<file path="config.mk">
export PLATFORM = sky130hd
export DESIGN_NAME = argmax_sequencer
export DESIGN_NICKNAME = d
export VERILOG_FILES = /design/src/rtl/argmax_sequencer_pkg.sv /design/src/rtl/serial_parallel_argmax_signed_16_inputs.sv /design/src/rtl/argmax_sequencer.sv
export SDC_FILE = /design/constraint.sdc
export NUM_CORES = 1
export LEC_CHECK = 0
export ABC_CLOCK_PERIOD_IN_PS = 1600
export BUFFER_PORTS_ARGS = -buffer_cell sky130_fd_sc_hd__buf_2
export CAP_MARGIN = 20
export CELL_PAD_IN_SITES_DETAIL_PLACEMENT = 1
export CELL_PAD_IN_SITES_GLOBAL_PLACEMENT = 1
export CORE_MARGIN = 2
export CORE_UTILIZATION = 45
export DETAILED_ROUTE_END_ITERATION = 16
export GPL_ROUTABILITY_DRIVEN = 0
export HOLD_SLACK_MARGIN = 0.02
export PLACE_DENSITY_LB_ADDON = 0.1
export SYNTH_ARGS = -nofsm -noshare
export SYNTH_HDL_FRONTEND = slang
export SYNTH_HIERARCHICAL = 1
export SYNTH_SLANG_ARGS = --single-unit
</file>
<file path="constraint.sdc">
create_clock -name clk -period 1.6 [get_ports clk]
set_input_delay 0.08 -clock clk [delete_from_list [all_inputs] [get_ports clk]]
set_output_delay 0.08 -clock clk [all_outputs]
set_load 0.01 [all_outputs]
</file>
<file path="src/rtl/argmax_sequencer_pkg.sv">
// Shared types and constants for the argmax sequencer and its datapath.
package argmax_sequencer_pkg;

   typedef enum logic [2:0] {
      IDLE  = 3'd0,
      CLEAR = 3'd1,
      RUN   = 3'd2,
      DRAIN = 3'd3,
      DONE  = 3'd4
   } state_t;

   localparam int CHUNK_SIZE      = 16;
   localparam int CHUNK_IDX_WIDTH = 4;

endpackage

</file>
<file path="src/rtl/serial_parallel_argmax_signed_16_inputs.sv">
// Running signed max/argmax over a stream of 16-element chunks: a 4-level compare
// tree finds the chunk winner, a register stage folds it into the global result.
module serial_parallel_argmax_signed_16_inputs
   import argmax_sequencer_pkg::*;
#(
   parameter int WIDTH        = 8,
   parameter int ARGMAX_WIDTH = 8
) (
   input  logic                           clk,
   input  logic                           rst,
   input  logic                           en,
   input  logic signed [WIDTH-1:0]        in [CHUNK_SIZE],
   output logic signed [WIDTH-1:0]        max,
   output logic        [ARGMAX_WIDTH-1:0] argmax
);

   logic signed [WIDTH-1:0]           s1_val [8];
   logic        [CHUNK_IDX_WIDTH-1:0] s1_idx [8];
   logic signed [WIDTH-1:0]           s2_val [4];
   logic        [CHUNK_IDX_WIDTH-1:0] s2_idx [4];
   logic signed [WIDTH-1:0]           s3_val [2];
   logic        [CHUNK_IDX_WIDTH-1:0] s3_idx [2];
   logic signed [WIDTH-1:0]           chunk_max;
   logic        [CHUNK_IDX_WIDTH-1:0] chunk_idx;

   // Ties resolve toward the lower index at every tree node.
   genvar gi;
   generate
      for (gi = 0; gi < 8; gi++) begin : g_s1
         logic take_hi;
         assign take_hi    = in[2*gi+1] > in[2*gi];
         assign s1_val[gi] = take_hi ? in[2*gi+1] : in[2*gi];
         assign s1_idx[gi] = take_hi ? CHUNK_IDX_WIDTH'(2*gi+1) : CHUNK_IDX_WIDTH'(2*gi);
      end
      for (gi = 0; gi < 4; gi++) begin : g_s2
         logic take_hi;
         assign take_hi    = s1_val[2*gi+1] > s1_val[2*gi];
         assign s2_val[gi] = take_hi ? s1_val[2*gi+1] : s1_val[2*gi];
         assign s2_idx[gi] = take_hi ? s1_idx[2*gi+1] : s1_idx[2*gi];
      end
      for (gi = 0; gi < 2; gi++) begin : g_s3
         logic take_hi;
         assign take_hi    = s2_val[2*gi+1] > s2_val[2*gi];
         assign s3_val[gi] = take_hi ? s2_val[2*gi+1] : s2_val[2*gi];
         assign s3_idx[gi] = take_hi ? s2_idx[2*gi+1] : s2_idx[2*gi];
      end
   endgenerate

   assign chunk_max = (s3_val[1] > s3_val[0]) ? s3_val[1] : s3_val[0];
   assign chunk_idx = (s3_val[1] > s3_val[0]) ? s3_idx[1] : s3_idx[0];

   logic signed [WIDTH-1:0]        max_reg;
   logic        [ARGMAX_WIDTH-1:0] argmax_reg;
   logic        [ARGMAX_WIDTH-1:0] base_reg;
   logic                           first_reg;

   // The first chunk after reset seeds the result, so all-negative vectors work.
   always_ff @(posedge clk or posedge rst) begin
      if (rst) begin
         max_reg    <= '0;
         argmax_reg <= '0;
         base_reg   <= '0;
         first_reg  <= 1'b1;
      end else if (en) begin
         base_reg  <= base_reg + ARGMAX_WIDTH'(CHUNK_SIZE);
         first_reg <= 1'b0;
         if (first_reg || (chunk_max > max_reg)) begin
            max_reg    <= chunk_max;
            argmax_reg <= base_reg + ARGMAX_WIDTH'(chunk_idx);
         end
      end
   end

   assign max    = max_reg;
   assign argmax = argmax_reg;

endmodule

</file>
<file path="src/rtl/argmax_sequencer.sv">
// Sequences chunked vectors through the argmax datapath and holds the result.
// Optional build macro ARGMAX_SEQUENCER_ABORT_EN enables the abort input.
module argmax_sequencer
   import argmax_sequencer_pkg::*;
#(
   parameter int WIDTH        = 8,
   parameter int ARGMAX_WIDTH = 8,
   parameter int CNT_WIDTH    = 4
) (
   input  logic                           clk,
   input  logic                           rst,
   input  logic                           start,
   input  logic        [CNT_WIDTH-1:0]    num_chunks,
   input  logic                           abort,
   input  logic                           in_valid,
   output logic                           in_ready,
   input  logic signed [WIDTH-1:0]        in [CHUNK_SIZE],
   output logic                           busy,
   output logic                           done,
   output logic                           error,
   output logic signed [WIDTH-1:0]        max,
   output logic        [ARGMAX_WIDTH-1:0] argmax
);

   state_t                         state_reg, state_next;
   logic        [CNT_WIDTH-1:0]    count_reg;
   logic        [CNT_WIDTH-1:0]    chunk_cnt_reg;
   logic                           clr_q;
   logic signed [WIDTH-1:0]        max_reg;
   logic        [ARGMAX_WIDTH-1:0] argmax_reg;
   logic                           error_reg;
   logic                           abort_active;
   logic                           dp_en;
   logic                           dp_rst;
   logic                           last_chunk;
   logic signed [WIDTH-1:0]        dp_max;
   logic        [ARGMAX_WIDTH-1:0] dp_argmax;

`ifdef ARGMAX_SEQUENCER_ABORT_EN
   assign abort_active = abort;
`else
   logic unused_abort;
   assign unused_abort = abort;
   assign abort_active = 1'b0;
`endif

   assign in_ready   = (state_reg == RUN) && !abort_active;
   assign dp_en      = in_valid && in_ready;
   assign busy       = (state_reg != IDLE);
   assign done       = (state_reg == DONE);
   assign last_chunk = (chunk_cnt_reg == count_reg - CNT_WIDTH'(1));
   // clr_q comes straight from a flop, so the OR cannot glitch on clr_q's side.
   assign dp_rst     = rst | clr_q;

   always_comb begin
      state_next = state_reg;
      case (state_reg)
         IDLE:    if (start) state_next = (num_chunks == '0) ? DONE : CLEAR;
         CLEAR:   state_next = RUN;
         RUN:     if (dp_en && last_chunk) state_next = DRAIN;
         DRAIN:   state_next = DONE;
         DONE:    state_next = IDLE;
         default: state_next = IDLE;
      endcase
`ifdef ARGMAX_SEQUENCER_ABORT_EN
      if (abort && (state_reg == CLEAR || state_reg == RUN || state_reg == DRAIN))
         state_next = IDLE;
`endif
   end

   always_ff @(posedge clk or posedge rst) begin
      if (rst) begin
         state_reg     <= IDLE;
         clr_q         <= 1'b0;
         count_reg     <= '0;
         chunk_cnt_reg <= '0;
         max_reg       <= '0;
         argmax_reg    <= '0;
         error_reg     <= 1'b0;
      end else begin
         state_reg <= state_next;
         clr_q     <= (state_next == CLEAR);
         if (state_reg == IDLE && start) begin
            count_reg     <= num_chunks;
            chunk_cnt_reg <= '0;
            if (num_chunks == '0) begin
               max_reg    <= '0;
               argmax_reg <= '0;
               error_reg  <= 1'b1;
            end
         end
         if (dp_en)
            chunk_cnt_reg <= chunk_cnt_reg + CNT_WIDTH'(1);
         // An aborted DRAIN leaves the previous result in place.
         if (state_reg == DRAIN && state_next == DONE) begin
            max_reg    <= dp_max;
            argmax_reg <= dp_argmax;
            error_reg  <= 1'b0;
         end
      end
   end

   assign max    = max_reg;
   assign argmax = argmax_reg;
   assign error  = error_reg;

   serial_parallel_argmax_signed_16_inputs #(
      .WIDTH        (WIDTH),
      .ARGMAX_WIDTH (ARGMAX_WIDTH)
   ) u_datapath (
      .clk    (clk),
      .rst    (dp_rst),
      .en     (dp_en),
      .in     (in),
      .max    (dp_max),
      .argmax (dp_argmax)
   );

endmodule
</file>
==> reports/results.ini, run 1 <==
[floorplanning]
fp-row-count = 47
pin_count = 157
die_w_um = 133
die_height_um = 133
start_util_pct = 45.5

[synthesis]
synth_area_per_cell_um2 = 7.84
synth_area_um2 = 7440
synth-edff-count = 0
ys_ff_latch = 50
ys_types = 87
synth_top_cell_area_share_pct = 19.7
yosysWarnings = 6
synth_most_common_cell = ha_1
syn_inst = 949
synth_top_area_cell = ha_1
syn_nets = 1203
yosys_most_used_dff = dfrtp_1
synthTopCellsByCount = 117 x ha_1, 116 x inv_1, 96 x nand2_1
synth_sequential_area_ratio_pct = 16.8
synth_area_leaders = ha_1 20%, dfrtp_1 16%, mux2i_1 5.9%
ys_async_sr_fraction_pct = 100

[clocking]
cts_resized = 221
cts_hold_buf = 2
cts_sinks = 50
clockBufferDepth = 2
root_buffer = clkbuf_16
h-tree-depth = 2
cts_buffers = 5
cts_setup_buffers = 76

[placed_design]
placed_area_um2 = 11100
post-place-ws_ns = -8.71
placedCellCount = 1655
portBuffers = 155
hpwl_mm = 30.1

[status]
error = [ERROR DPL-0033] detailed placement checks failed during check placement.
stop_stage = clock tree synthesis
outcome = stopped before the end

[kinds of logic after synthesis]
| group | count (synthesis) | share of synthesized area (%) |
|---|---|---|
| simple gates | 308 | 21.1 |
| fa+ha+maj | 120 | 20.1 |
| xor+xnor | 15 | 1.87 |
| mux | 74 | 10.5 |
| compound gates | 241 | 22.2 |
| flops | 50 | 16.8 |
| buf+inv | 141 | 7.50 |
[metrics by stage]
| step | hold slack [ns] | util [%] |
|---|---|---|
| after detailed placement | 0.161 | 68.0 |
| after global placement | 0.117 | 68.0 |
| after floorplan | 0.158 | - |
==> inputs of run 2 (changes only) <==
Settings changed: CELL_PAD_IN_SITES_DETAIL_PLACEMENT 1 to not set, CELL_PAD_IN_SITES_GLOBAL_PLACEMENT 1 to not set, CORE_UTILIZATION 45 to 35, HOLD_SLACK_MARGIN 0.02 to not set, PLACE_DENSITY_LB_ADDON 0.1 to 0.15.
==> reports/results.ini, run 2 <==
[synthesis]
synth-compound-area-share_pct = 22.2
syn_nets = 1203
yosysWarnings = 6
synth_area_um2 = 7440
synth_most_common_cell = ha_1
synth_top_family_by_area = compound AO/OA/AOI/OAI gates
synth-edff-count = 0
synth_area_leaders = ha_1 20%, dfrtp_1 16%, mux2i_1 5.9%
ys_types = 87
synth_top_cell_area_share_pct = 19.7
ys_ff_latch = 50
ys_async_sr_fraction_pct = 100
synth_area_per_cell_um2 = 7.84
synthXorXnorAreaFrac_pct = 1.87
synth_top_area_cell = ha_1
synthMuxAreaShare_pct = 10.5
synthTopCellsByCount = 117 x ha_1, 116 x inv_1, 96 x nand2_1
synth-simple-area-share_pct = 21.1
synth_fa_ha_area_share_pct = 20.1
yosys_most_used_dff = dfrtp_1
syn_inst = 949
synth_sequential_area_ratio_pct = 16.8

[clocking]
cts_tree = done
cts_buffers = 5
insertion_delay_ns = 0.29
root_buffer = clkbuf_16
h-tree-depth = 2
cts_sinks = 50
path_clk_slew_ns = 0.06
clockBufferDepth = 2

[critical_path]
slowest_delay_ns = 0.57
critPathKind = in -> reg
critPathCaptureType = register
reg2reg_slack_ns = -0.99
cp_slowest_cell = or4_4
arrival_ns = 9.04
critPathLaunchType = input pin
critPathRequiredTime_ns = 1.77
cp_max_fo = 8

[grt]
grt_pass1_wl_mm = 39.9
antenna_found_initial = 0
first_global_vias = 8845
grt_max_degree = 30
grt-ovfl-total = 0
track_usage_pct = 21.1

[placed_design]
portBuffers = 155
hpwl_mm = 19.4
placedCellCount = 1720
placed_area_um2 = 11300

[floorplanning]
die_w_um = 150
fp-row-count = 53
pin_count = 157
start_util_pct = 35.5
coreArea_um2 = 21000
die-area_um2 = 22500
die_height_um = 150

[timing]
rsz0062_at_grt = yes
skew_ns = 0.00911
setup_viol = 16
finalHoldViolations = 0
min_period_ns = 8.88
tightestPinTransition_ns = 0.475
fin_ws_ns = -7.28
relSlewSlack_pct = 67.4
fmax_ghz = 0.113
hold_ws_ns = 0.00801
period_share_pct = 555
drv_slew = 0

[power_and_ir_drop]
leakage_nw = 6.60
power_density_nw_per_um2 = 2150
totalPowerFinal_mw = 27.3
peakVddDrop_v = 0.00179

[finish]
final_area_um2 = 12700
final_common_cell = buf_4
stdcell_count = 1788
drive_gt1_share_pct = 49.6
post-route-util_pct = 60.4
final_cell_mix = 405 x buf_4, 154 x buf_2, 110 x inv_1
final_net_count = 1766
antenna_cells = 0
areaGrowthSynthToFinish_pct = 70.0

[worst_hold_path]
hold_path_class = in -> reg

[route]
routedWlPerCell_um = 13.7
wirelength_mm = 24.5
drt_pass1_iterations = 5
dr_total_vias = 8995
postRouteAntennaNets = 0
drc = 0
viasPerCell = 5.03
drt_iter0_markers = 419

[status]
outcome = complete, but fails checks
violations = negative setup slack

[job]
max_cap_viol_count = 0

==> run 2: cell counts after synthesis <==
No cell type changed its count.
==> run 2: metal layers <==
| layer | up-vias | GRT usage (%) | share of wire, % |
|---|---|---|---|
| met4 | 0 | 5.14 | 2.5 |
| li1 | 4601 | - | - |
| met1 | 4146 | 27.0 | 44 |
| met2 | 206 | 38.4 | 50 |
| met5 | - | 0 | 0 |
| met3 | 42 | 1.37 | 3.3 |
==> run 2: kinds of logic (layout without fill, tap and decap cells) <==
family / Yosys count / in the layout
AO/OA/AOI/OAI: 241 / 242
buffers and inverters: 141 / 704
AND/OR/NAND/NOR: 308 / 308
XOR/XNOR: 15 / 15
multiplexers: 74 / 74
flip-flops: 50 / 50
adder cells (fa/ha/maj): 120 / 120
==> run 2: cell type report <==
class                   instances  area (um2)
clock buffers                   5         125
clock inverters                 3        68.8
fillers                      1903        8300
inverters                     117         442
multi-input cells             759        6340
flip-flops and latches         50        1250
well taps                     275         344
repair buffers                579        4080
==> run 2: worst max-delay path, delay by kind of cell <==
kind	cells	cell delay, ns
compound gates	18	3.28
fa+ha+maj	5	1.31
buf+inv	7	0.76
mux	2	0.59
simple gates	19	3.02
==> run 2: path summary, 6_finish.rpt <==
kind                                                  start                               end  depth (start not counted)
max in group asynchronous                               rst  u_datapath/first_reg$_DFFE_PP1P_                          5
hold / removal                                num_chunks[3]          count_reg[3]$_DFFE_PP0P_                          3
min in group asynchronous                               rst             argmax[5]$_DFFE_PP0P_                          4
hold reg to reg            u_datapath/argmax[3]$_DFFE_PP0P_             argmax[3]$_DFFE_PP0P_                          2
setup / recovery                                     in[95]     u_datapath/max[3]$_DFFE_PP0P_                         51
setup reg to reg              u_datapath/max[1]$_DFFE_PP0P_     u_datapath/max[3]$_DFFE_PP0P_                         12
==> run 2: power by group <==
| group | switching, mW | total (mW) | internal, mW |
|---|---|---|---|
| clock | 0.464 | 1.36 | 0.898 |
| combinational | 11.6 | 23.7 | 12.2 |
| sequential | 0.355 | 2.16 | 1.80 |
==> run 2: repair_timing <==
item | in CTS | in global routing
hold endpoints to repair | 29 | 0
cloned | 1 | 0
pin swaps | 29 | 45
setup buffers | 43 | 17
setup endpoints to repair | 17 | 20
resized for setup | 71 | 77
hold buffers | 1 | 0
==> run 2: through the flow <==
| stage | TNS, ns | worst slack, ns |
|---|---|---|
| after floorplan | -117.07 | -7.39 |
| after global placement | -119.52 | -7.53 |
| after detailed placement | -123.05 | -7.76 |
| after CTS | -110.49 | -6.97 |
| after global routing | -123.52 | -7.77 |
| final | -115.39 | -7.28 |
(Power assumes the default switching activity.)
